$ cat src/rtl/gray_step_if.sv
// Command/status bundle between a burst scheduler and the Gray-counter step controller.
interface gray_step_if #(
    parameter int N  = 4,
    parameter int CW = 8
);
    logic          start;
    logic [CW-1:0] count;
    logic          abort;
    logic [N-1:0]  gray_in;
    logic          gc_enable;
    logic          busy;
    logic          done;
    logic [CW-1:0] steps_left;
    logic [N-1:0]  bin_value;
    logic          mismatch;
    logic          err;

    modport master (
        output start, count, abort, gray_in,
        input  gc_enable, busy, done, steps_left, bin_value, mismatch, err
    );

    modport slave (
        input  start, count, abort, gray_in,
        output gc_enable, busy, done, steps_left, bin_value, mismatch, err
    );
endinterface

$ cat src/rtl/gray_step_controller.sv
// Runs a Gray counter for programmed bursts of enable cycles and checks every
// observed code is either a single binary step or a hold, as the enable demands.
module gray_step_controller #(
    parameter int N  = 4,
    parameter int CW = 8
) (
    input  logic        clk,
    input  logic        reset,
    gray_step_if.slave  bus
);

    typedef enum logic [1:0] {IDLE, RUN, DRAIN, FIN} state_t;

    state_t        state;
    logic          gc_enable_r;
    logic          busy_r;
    logic          done_r;
    logic [CW-1:0] steps_r;

    logic [N-1:0]  bin_r;
    logic          en_q;
    logic          chk_valid;
    logic          mismatch_r;
    logic          err_r;

    logic [N-1:0]  cur_bin;
    logic [N-1:0]  exp_bin;
    logic          mis_det;
    logic          accept;

    function automatic logic [N-1:0] g2b(input logic [N-1:0] g);
        logic [N-1:0] b;
        b[N-1] = g[N-1];
        for (int i = N - 2; i >= 0; i--) begin
            b[i] = b[i+1] ^ g[i];
        end
        return b;
    endfunction

    assign accept  = (state == IDLE) && bus.start;
    assign cur_bin = g2b(bus.gray_in);
    assign exp_bin = en_q ? bin_r + {{(N-1){1'b0}}, 1'b1} : bin_r;
    assign mis_det = chk_valid && (cur_bin != exp_bin);

    // done is delayed one cycle behind FIN so it follows the last check result.
    always_ff @(posedge clk or posedge reset) begin
        if (reset) begin
            state       <= IDLE;
            gc_enable_r <= 1'b0;
            busy_r      <= 1'b0;
            done_r      <= 1'b0;
            steps_r     <= '0;
        end else begin
            done_r <= (state == FIN);
            case (state)
                IDLE: begin
                    if (bus.start) begin
                        if (bus.count != '0) begin
                            steps_r     <= bus.count;
                            state       <= RUN;
                            gc_enable_r <= 1'b1;
                            busy_r      <= 1'b1;
                        end else begin
                            state <= FIN;
                        end
                    end
                end
                RUN: begin
                    steps_r <= steps_r - {{(CW-1){1'b0}}, 1'b1};
                    if (bus.abort || steps_r == {{(CW-1){1'b0}}, 1'b1}) begin
                        state       <= DRAIN;
                        gc_enable_r <= 1'b0;
                    end
                end
                DRAIN: begin
                    state  <= FIN;
                    busy_r <= 1'b0;
                end
                FIN: begin
                    state <= IDLE;
                end
                default: begin
                    state       <= IDLE;
                    gc_enable_r <= 1'b0;
                    busy_r      <= 1'b0;
                end
            endcase
        end
    end

    // A detected fault beats the err clear from a simultaneous accepted start.
    always_ff @(posedge clk or posedge reset) begin
        if (reset) begin
            bin_r      <= '0;
            en_q       <= 1'b0;
            chk_valid  <= 1'b0;
            mismatch_r <= 1'b0;
            err_r      <= 1'b0;
        end else begin
            bin_r      <= cur_bin;
            en_q       <= gc_enable_r;
            chk_valid  <= 1'b1;
            mismatch_r <= mis_det;
            if (mis_det) begin
                err_r <= 1'b1;
            end else if (accept) begin
                err_r <= 1'b0;
            end
        end
    end

    assign bus.gc_enable  = gc_enable_r;
    assign bus.busy       = busy_r;
    assign bus.done       = done_r;
    assign bus.steps_left = steps_r;
    assign bus.bin_value  = bin_r;
    assign bus.mismatch   = mismatch_r;
    assign bus.err        = err_r;

endmodule

$ cat src/flat_wrapper.sv
// flat-port wrapper written by rule: the top's interface ports become plain ports
module gray_step_controller_flat 
#(
    parameter int N  = 4,
    parameter int CW = 8
)
  (clk, reset, bus_start, bus_count, bus_abort, bus_gray_in, bus_gc_enable, bus_busy, bus_done, bus_steps_left, bus_bin_value, bus_mismatch, bus_err);
  gray_step_if #(.N(N), .CW(CW)) bus_i ();
  input  logic clk;
  input  logic reset;
  input wire logic [$bits(bus_i.start)-1:0] bus_start;
  input wire logic [$bits(bus_i.count)-1:0] bus_count;
  input wire logic [$bits(bus_i.abort)-1:0] bus_abort;
  input wire logic [$bits(bus_i.gray_in)-1:0] bus_gray_in;
  output wire logic [$bits(bus_i.gc_enable)-1:0] bus_gc_enable;
  output wire logic [$bits(bus_i.busy)-1:0] bus_busy;
  output wire logic [$bits(bus_i.done)-1:0] bus_done;
  output wire logic [$bits(bus_i.steps_left)-1:0] bus_steps_left;
  output wire logic [$bits(bus_i.bin_value)-1:0] bus_bin_value;
  output wire logic [$bits(bus_i.mismatch)-1:0] bus_mismatch;
  output wire logic [$bits(bus_i.err)-1:0] bus_err;
  assign bus_i.start = bus_start;
  assign bus_i.count = bus_count;
  assign bus_i.abort = bus_abort;
  assign bus_i.gray_in = bus_gray_in;
  assign bus_gc_enable = bus_i.gc_enable;
  assign bus_busy = bus_i.busy;
  assign bus_done = bus_i.done;
  assign bus_steps_left = bus_i.steps_left;
  assign bus_bin_value = bus_i.bin_value;
  assign bus_mismatch = bus_i.mismatch;
  assign bus_err = bus_i.err;
  gray_step_controller #(.N(N), .CW(CW)) u_core (.clk(clk), .reset(reset), .bus(bus_i));
endmodule
$ cat config.mk
export PLATFORM = sky130hd
export DESIGN_NAME = gray_step_controller_flat
export DESIGN_NICKNAME = d
export VERILOG_FILES = /design/src/rtl/gray_step_if.sv /design/src/rtl/gray_step_controller.sv /design/src/flat_wrapper.sv
export SDC_FILE = /design/constraint.sdc
export NUM_CORES = 1
export LEC_CHECK = 0
export ABC_AREA = 1
export CAP_MARGIN = 25
export CORE_ASPECT_RATIO = 0.9
export CORE_MARGIN = 2
export CORE_UTILIZATION = 53
export DETAILED_ROUTE_END_ITERATION = 16
export GPL_TIMING_DRIVEN = 0
export PLACE_DENSITY = 0.93
export SYNTH_ARGS = -nofsm -noshare
export SYNTH_HDL_FRONTEND = slang
export SYNTH_SLANG_ARGS = --single-unit
$ cat constraint.sdc
create_clock -name clk -period 2.7 [get_ports clk]
set_input_delay 0.675 -clock clk [delete_from_list [all_inputs] [get_ports clk]]
set_output_delay 0.675 -clock clk [all_outputs]
set_load 0.01 [all_outputs]
==> results of run 1 <==
metrics by stage:
| step | setup slack (ns) | hold WS, ns | std cells | area (um^2) | utilization, % |
|---|---|---|---|---|---|
| after global placement | 0.604 | 0.412 | 252 | 1710 | 70.1 |
| after CTS | 0.677 | 0.452 | 256 | 1740 | 71.2 |
| after global routing | 0.646 | 0.471 | 256 | 1740 | 71.2 |
| final | 0.695 | 0.446 | 256 | 1740 | 71.2 |
| after detailed placement | 0.566 | 0.413 | 252 | 1710 | 70.1 |
| after floorplan | 1.17 | 0.431 | 192 | 1360 | - |
sequential cells by signal, indices dropped and copies added, names as in the netlist:
| register | cells |
|---|---|
| u_core.chk_valid | 1 |
| u_core.bus.busy | 1 |
| u_core.bus.mismatch | 1 |
| u_core.state | 2 |
| u_core.en_q | 1 |
| u_core.bus.steps_left | 8 |
| u_core.bus.bin_value | 4 |
| u_core.bus.err | 1 |
| u_core.bus.done | 1 |
| u_core.bus.gc_enable | 1 |
cells in the mapped netlist:
cell type,count
a21oi_1,2
a31oi_1,1
buf_2,1
buf_8,1
clkbuf_2,1
conb_1,1
dfrtp_1,21
ha_1,7
inv_1,29
inv_2,3
inv_4,1
nand2_1,70
nand2_2,7
nand2_4,1
nand3_1,6
nand3_2,2
nand4_1,3
nor2_1,16
nor3_2,1
o21ai_0,10
o21ai_2,4
or2_2,1
xnor2_1,2
xor2_1,1
power groups by stage:
stage / Clock (mW) / Combinational [mW] / Sequential, mW
global placement: 0 / 1.04 / 0.549
detailed placement: 0 / 1.09 / 0.552
CTS: 0.164 / 1.09 / 0.546
global route: 0.175 / 1.22 / 0.562
finish: 0.157 / 1.09 / 0.549
floorplan: 0 / 0.678 / 0.575
placed cells by master, fill, tap and decap left out, types with 2 or more instances in the layout:
cell	count
inv_1	29
nor2_1	16
a21oi_1	2
nand2_2	7
clkbuf_4	3
dfrtp_1	21
ha_1	7
nand2_1	70
o21ai_2	4
nand3_1	6
inv_2	3
o21ai_0	10
nand4_1	3
xnor2_1	2
clkdlybuf4s50_1	32
nand3_2	2
layer usage:
metal	vias to the layer above	GRT usage, %	routed length (um)
met5	-	0	0
met4	0	13.2	67
met3	7	5.47	124
met2	30	38.3	1450
met1	574	26.5	1360
li1	656	-	-
logic make-up (layout without fill, tap and decap cells):
group                      Yosys count  after routing  share of synthesized area [%]
and+or+nand+nor                    107            107                           34.1
buffers and inverters               36             72                           11.1
DFF                                 21             21                           38.7
AOI/OAI and AO/OA                   17             17                           7.46
adders and majority gates            7              7                           6.45
xor gates and xnor gates             3              3                           1.93
other                                1              1                          0.276
how the worst min path moves through the flow:
stage / from / endpoint / slack (ns) / cells past startpoint
finish: u_core.bus.gc_enable$_DFFE_PP0P_ / u_core.en_q$_DFF_PP0_ / 0.45 / 0
global route: u_core.bus.gc_enable$_DFFE_PP0P_ / u_core.en_q$_DFF_PP0_ / 0.47 / 0
CTS: u_core.bus.gc_enable$_DFFE_PP0P_ / u_core.en_q$_DFF_PP0_ / 0.45 / 0
detailed placement: u_core.bus.gc_enable$_DFFE_PP0P_ / u_core.en_q$_DFF_PP0_ / 0.41 / 0
global placement: u_core.bus.gc_enable$_DFFE_PP0P_ / u_core.en_q$_DFF_PP0_ / 0.41 / 0
floorplan: u_core.chk_valid$_DFF_PP0_ / u_core.bus.mismatch$_DFF_PP0_ / 0.43 / 2
area by class of cell:
cell class	count	area, um^2
inverter	33	126
clock buffer	3	22.5
timing repair buffer	32	320
buffer	3	25.0
tap	28	35.0
fill	186	704
sequential	21	526
clock inverter	1	5.00
multi-input combinational	135	682
==> flow_summary.ini, run 1 <==
[outcome]
outcome = finished clean

[power]
p_total_mw = 1.80
p_sw_uw = 832
pwr-share-comb_pct = 60.7
power_density_mw_per_mm2 = 1030
ir_worst_vdd_mv = 0.859
switching_share_pct = 46.3
p_leak_nw = 0.936
clock_power_share_pct = 8.8
power_frac_seq_pct = 30.5
p_int_uw = 965

[sta]
rsz0062_at_grt = false
fmax_mhz = 499
setup_viol = 0
fin_crit_sh_pct = 74.3
setup_tns_ns = 0
relSlewSlack_pct = 47.0
worst_pin_slew_ns = 0.794
min_period_ns = 2.01
final.setup_skew_ns = 0.00677
hold_viol_final = 0
maxSlewViolCount = 0

[clock_tree]
cts.sinks = 21
cts_tree = yes
h-tree-depth = 1
clk_pin_slew_worst_paths_ns = 0.12
postCtsSetupBuffers = 0
clkLatencyLatePin_ns = 0.32
root_buffer = clkbuf_4
post_cts_resized = 0
clockBufferDepth = 2
cts-hold-fix-buffers = 0
numCtsBuffers = 3

[floorplanning]
core_area_mm2 = 0.00245
ioPinCount = 33
die_w_um = 57.4
dieArea_mm2 = 0.00299
initial_core_util_pct = 55.5
rows = 17
dieHeight_um = 52.0

[yosys]
yosysUniqueCellTypes = 24
ys_seq_area_share_pct = 38.7
yosys.area.top_type_share_pct = 38.7
syn_inst = 192
avgSynthCellArea_um2 = 7.08
ys_ff_latch = 21
synth_top_cell_by_area = dfrtp_1
syn_area_mm2 = 0.00136
yosys-top-cells-area = dfrtp_1 39%, nand2_1 19%, inv_1 8.0%
synth_nets = 215
yosys_warnings = 0

[global_routing]
first_global_vias = 1286
grt_max_degree = 22
gr-total-overflow = 0
grt_usage_pct = 22.8
grt_pass1_wl_um = 5140
antenna_found_initial = 0

[placement]
dp_hpwl_um = 2380
port_buffers = 32
gp_congestion = 0.842

[flow_run]
maxCapViolations = 0

[route]
drc = 0
drt_iter0_drc = 36
routed-via-count = 1267
routedWlPerCell_um = 11.7
routed_via_density = 4.95
ant_nets = 0
route.final.wire_length_um = 3000
firstDrtPassIters = 4

[final_layout]
diodes = 0
nets = 252
areaGrowthSynthToFinish_pct = 28.2
drive_gt1_share_pct = 11.8

[worst_setup_path]
timing.critical_path.fanout_max = 5
r2r_slack_ns = 1.07
end_kind = output pin
r2r_end = u_core.bus.steps_left[4]$_DFFE_PP0P_
crit_required_ns = 2.03
crit_arrival_ns = 1.33
critical-path-top-delay-family = buffers and inverters
path_cells = clkdlybuf4s50_1
r2r_start = u_core.state[0]$_DFFE_PP0P_
endpoint = bus_steps_left[0]
worstSetupStartpoint = u_core.bus.steps_left[0]$_DFFE_PP0P_
cpMaxStageDelayCell = clkdlybuf4s50_1
reg2reg_depth = 12
max_stage_delay_ns = 0.56
crit_buf_inv = 1
criticalPathCategory = register to output pin
crit_cells = 1
startpoint_type = register

[hold_path]
worstHoldPathType = register to register
Power figures use the tool's default switching activity.
==> run 2: changes to the inputs <==
--- a/config.mk
+++ b/config.mk
@@ -9,10 +9,10 @@
 export CAP_MARGIN = 25
 export CORE_ASPECT_RATIO = 0.9
 export CORE_MARGIN = 2
-export CORE_UTILIZATION = 53
+export CORE_UTILIZATION = 44
 export DETAILED_ROUTE_END_ITERATION = 16
 export GPL_TIMING_DRIVEN = 0
-export PLACE_DENSITY = 0.93
+export PLACE_DENSITY = 0.83
 export SYNTH_ARGS = -nofsm -noshare
 export SYNTH_HDL_FRONTEND = slang
 export SYNTH_SLANG_ARGS = --single-unit
==> constraint.sdc (replaced) <==
create_clock -name clk -period 1.6 [get_ports clk]
set_input_delay 0.4 -clock clk [delete_from_list [all_inputs] [get_ports clk]]
set_output_delay 0.4 -clock clk [all_outputs]
set_load 0.01 [all_outputs]
==> run 2 against run 1 <==
Net effect:
- non-clock buffer count increased by 20
- count of clock-buffer cells in the layout unchanged
- register-to-register slack worse by 0.98 ns
- hold slack got worse by 0.12 ns
- first-iteration DRC count up 75%
- sequential power is 58% higher
- cell count grew 13%
- cell area up 13%
- sequential share of layout area decreased by 3.5 points
- clock power increased by 68%
- global-route usage shrank 4.9 points
==> flow_summary.ini, run 2 (synthesized netlist as in run 1, its figures left out) <==
[sta]
min_period_ns = 1.56
maxSlewViolCount = 0
final.setup_skew_ns = 0.00154
setup_viol = 0
setup_slack_ns = 0.0444
hold_viol_final = 0
relSlewSlack_pct = 47.7
fmax_mhz = 643
worst_pin_slew_ns = 0.784
fin_crit_sh_pct = 97.2
hold_ws_ns = 0.327
setup_tns_ns = 0

[worst_setup_path]
reg2reg_depth = 12
worstSetupStartpoint = u_core.bus.bin_value[0]$_DFF_PP0_
critical-path-top-delay-family = flip-flops
endpoint = bus_bin_value[0]
startpoint_type = register
path_cells = buf_4 > dlygate4sd2_1
max_stage_delay_ns = 0.43
cpMaxStageDelayCell = dfrtp_1
end_kind = output pin
r2r_end = u_core.bus.steps_left[7]$_DFFE_PP0P_
crit_cells = 2
r2r_slack_ns = 0.09
timing.critical_path.fanout_max = 2
crit_buf_inv = 2
criticalPathCategory = register to output pin
crit_arrival_ns = 1.16
r2r_start = u_core.state[1]$_DFFE_PP0P_
crit_required_ns = 1.20

[final_layout]
diodes = 0
final_common_cell = nand2_1
utilization_pct = 65.8
drive_gt1_share_pct = 27.0
nets = 272
final_cell_mix = 64 x nand2_1, 23 x inv_1, 21 x dfrtp_1
largest_reg_flops = 8
areaGrowthSynthToFinish_pct = 45.0

[floorplanning]
dieArea_mm2 = 0.00355
ioPinCount = 33
core_area_mm2 = 0.00300
die_w_um = 62.6
initial_core_util_pct = 45.4
rows = 19
dieHeight_um = 56.7

[power]
p_total_mw = 3.34
ir_worst_vdd_mv = 0.812
p_leak_nw = 1.08
power_density_mw_per_mm2 = 1690

[route]
drc = 0
drt_iter0_drc = 63
firstDrtPassIters = 4
routed-via-count = 1361
routedWlPerCell_um = 11.2
route.final.wire_length_um = 3250
routed_via_density = 4.69
ant_nets = 0

[placement]
dp_hpwl_um = 2170
port_buffers = 32
gp_congestion = 0.869
place_ws_ns = -0.270

[global_routing]
grt_pass1_wl_um = 5010
gr-total-overflow = 0
grt_max_degree = 22
grt_usage_pct = 17.9
antenna_found_initial = 0
first_global_vias = 1229

[flow_run]
maxCapViolations = 0

[clock_tree]
numCtsBuffers = 3
h-tree-depth = 1
clkLatencyLatePin_ns = 0.31
cts-hold-fix-buffers = 0
root_buffer = clkbuf_4
cts.sinks = 21
clk_pin_slew_worst_paths_ns = 0.12
clockBufferDepth = 2
cts_tree = yes

[hold_path]
worstHoldPathType = input pin to register

[outcome]
outcome = finished clean
==> run 2: changes by cell type in the layout (fill, tap and decap cells not counted), sizes merged <==
cell           delta
buf              +21
clkdlybuf4s50    -18
dlygate4sd2      +16
dlymetal6s2s      +2
clkbuf            -1
clkinv            -1
clkinvlp          +1
==> run 2: how the worst min path moves through the flow <==
stage / from / to / cells after the start
floorplan: reset / u_core.bus.bin_value[0]$_DFF_PP0_ / 1
global placement: u_core.bus.gc_enable$_DFFE_PP0P_ / u_core.en_q$_DFF_PP0_ / 0
detailed placement: u_core.bus.gc_enable$_DFFE_PP0P_ / u_core.en_q$_DFF_PP0_ / 0
CTS: u_core.chk_valid$_DFF_PP0_ / u_core.bus.mismatch$_DFF_PP0_ / 2
global route: bus_gray_in[3] / u_core.bus.bin_value[3]$_DFF_PP0_ / 1
finish: bus_gray_in[3] / u_core.bus.bin_value[3]$_DFF_PP0_ / 1
==> run 2: stage by stage <==
stage | instance area (um^2) | std cells
after floorplan | 1360 | 192
final | 1970 | 290
after global routing | 1970 | 290
after global placement | 1730 | 266
after detailed placement | 1730 | 266
after CTS | 1830 | 282
==> run 2: metal layers <==
metal / part of all wire (%) / GRT usage (%) / vias up / wire length (um)
li1: - / - / 699 / -
met2: 53 / 31.2 / 41 / 1710
met5: 0 / 0 / - / 0
met3: 3.9 / 5.21 / 6 / 128
met1: 42 / 20.4 / 615 / 1360
met4: 1.8 / 7.62 / 0 / 57
==> run 2: layout make-up <==
cell class | count | area (um^2)
inverter | 33 | 129
fill | 256 | 1020
timing repair buffer | 52 | 459
tap | 42 | 52.6
sequential | 21 | 526
clock buffer | 3 | 22.5
multi-input combinational | 135 | 741
clock inverter | 1 | 7.51
buffer | 3 | 33.8
==> run 2: power by group <==
group / total (mW) / internal [mW] / switching [mW]
Sequential: 0.870 / 0.734 / 0.136
Combinational: 2.20 / 0.998 / 1.20
Clock: 0.264 / 0.0953 / 0.169
Total: 3.34 / 1.83 / 1.51
==> run 2: what timing repair did <==
item | 4_1_cts | 5_1_grt
buffers inserted | 12 | 8
setup endpoints to repair | 20 | 14
pin swaps | 0 | 10
gates resized for setup | 18 | 31
==> run 3: changes to the inputs <==
--- a/config.mk
+++ b/config.mk
@@ -10,9 +10,11 @@
 export CORE_ASPECT_RATIO = 0.9
 export CORE_MARGIN = 2
 export CORE_UTILIZATION = 44
+export CTS_CLUSTER_SIZE = 14
 export DETAILED_ROUTE_END_ITERATION = 16
 export GPL_TIMING_DRIVEN = 0
 export PLACE_DENSITY = 0.83
+export REMOVE_ABC_BUFFERS = 1
 export SYNTH_ARGS = -nofsm -noshare
 export SYNTH_HDL_FRONTEND = slang
 export SYNTH_SLANG_ARGS = --single-unit
==> run 3 against run 2 <==
Net effect:
- critical path depth increased by 10
- register-to-register slack better by 0.03 ns
- setup slack better by 0.043 ns
- cell area decreased by 3.8%
- global-route usage increased by 0.64 points
- total power decreased by 4.1%
- clock skew rose by 0.0046 ns
- sequential share of layout area increased by 1.1 points
- die area unchanged
==> flow_summary.ini, run 3 (synthesized netlist as in run 1, its figures left out) <==
[clock_tree]
cts-hold-fix-buffers = 0
clk_pin_slew_worst_paths_ns = 0.12
root_buffer = clkbuf_4
numCtsBuffers = 3
clkLatencyLatePin_ns = 0.31
cts.sinks = 21
clockBufferDepth = 2
h-tree-depth = 1
cts_tree = yes

[placement]
gp_congestion = 0.841
place_ws_ns = -0.225
port_buffers = 32
dp_hpwl_um = 2110

[worst_setup_path]
crit_arrival_ns = 1.73
criticalPathCategory = input pin to register
startpoint_type = input pin
reg2reg_depth = 12
timing.critical_path.fanout_max = 5
end_kind = register
crit_required_ns = 1.82

[final_layout]
areaGrowthSynthToFinish_pct = 39.5
nets = 266
fillers = 278
diodes = 0
largest_reg_flops = 8
utilization_pct = 63.3
final_common_cell = nand2_1
drive_gt1_share_pct = 20.2
final_cell_mix = 70 x nand2_1, 26 x inv_1, 21 x dfrtp_1

[sta]
min_period_ns = 1.51
fin_crit_sh_pct = 94.5
fmax_mhz = 661
worst_pin_slew_ns = 0.806
setup_slack_ns = 0.0876
setup_viol = 0
maxSlewViolCount = 0
final.setup_skew_ns = 0.00610
relSlewSlack_pct = 46.2
hold_viol_final = 0

[floorplanning]
dieArea_mm2 = 0.00355
initial_core_util_pct = 45.4
dieHeight_um = 56.7
rows = 19
core_area_mm2 = 0.00300
die_w_um = 62.6
ioPinCount = 33

[route]
route.final.wire_length_um = 3010
ant_nets = 0
routed-via-count = 1304
routedWlPerCell_um = 10.6
drc = 0
drt_iter0_drc = 81
firstDrtPassIters = 5
routed_via_density = 4.59

[power]
ir_worst_vdd_mv = 0.905
p_total_mw = 3.20
p_leak_nw = 1.03
power_density_mw_per_mm2 = 1690

[global_routing]
gr-total-overflow = 0
antenna_found_initial = 0
grt_pass1_wl_um = 5320
grt_max_degree = 22
grt_usage_pct = 18.5
first_global_vias = 1292

[hold_path]
worstHoldPathType = register to register
holdPathStages = 2

[outcome]
outcome = finished clean

[flow_run]
maxCapViolations = 0
run 3: final cells by class:
type,instances,area (um^2),area share [%]
Clock buffer,3,22.5,1.19
Clock inverter,1,7.51,0.396
Inverter,33,135,7.13
Multi-Input combinational cell,135,726,38.3
Sequential cell,21,526,27.7
Tap cell,42,52.6,2.77
Timing Repair Buffer,49,427,22.5
run 3: worst paths after layout:
kind | end | slack, ns | start
worst min-delay path | u_core.bus.mismatch$_DFF_PP0_ | 0.47 | u_core.chk_valid$_DFF_PP0_
worst max register to register | u_core.bus.err$_DFFE_PP0P_ | 0.12 | u_core.bus.bin_value[0]$_DFF_PP0_
max in group asynchronous | u_core.bus.busy$_DFFE_PP0P_ | 0.57 | reset
worst min register to register | u_core.bus.mismatch$_DFF_PP0_ | 0.47 | u_core.chk_valid$_DFF_PP0_
worst max-delay path | u_core.bus.err$_DFFE_PP0P_ | 0.09 | bus_gray_in[3]
min in group asynchronous | u_core.bus.bin_value[2]$_DFF_PP0_ | 0.52 | reset
run 3: report_power, final:
group	total [mW]	switching, mW	internal [mW]
clock	0.272	0.177	0.0954
combinational	2.08	1.16	0.916
sequential	0.848	0.114	0.734
total	3.20	1.46	1.75
run 3: what timing repair did:
item / CTS / global route
setup buffers: 15 / 2
resized for setup: 20 / 10
endpoints found under the hold margin: 0 / 0
pin swaps: 0 / 3
endpoints found under the setup margin: 28 / 13
run 3: critical path, cell delays in order:
cell             delay [ns]
clkdlybuf4s50_1        0.57
inv_2                  0.06
nand2_2                0.08
nand2_1                0.09
inv_2                  0.06
nand3_1                0.07
nand2_1                0.08
nand2_1                0.06
nor2_1                 0.10
nand2_1                0.06
nand2_1                0.07
nand2_1                0.05
run 3: through the flow:
stage	cell area (um^2)	setup TNS, ns	cells	hold slack (ns)
6_report	1900	0	284	0.475
3_3_place_gp	1710	-1.89	263	0.415
4_1_cts	1840	0	282	0.480
3_5_place_dp	1710	-1.98	263	0.413
2_1_floorplan	1330	0	189	0.377
5_1_grt	1900	-0.0284	284	0.519
run 3: layer usage:
metal  part of all wire, %  track usage (%)  wire (um)
met2                    49             33.3       1470
met1                    46             22.8       1380
met3                   4.5             4.01        136
met5                     0                0          0
met4                  0.86             3.81         26
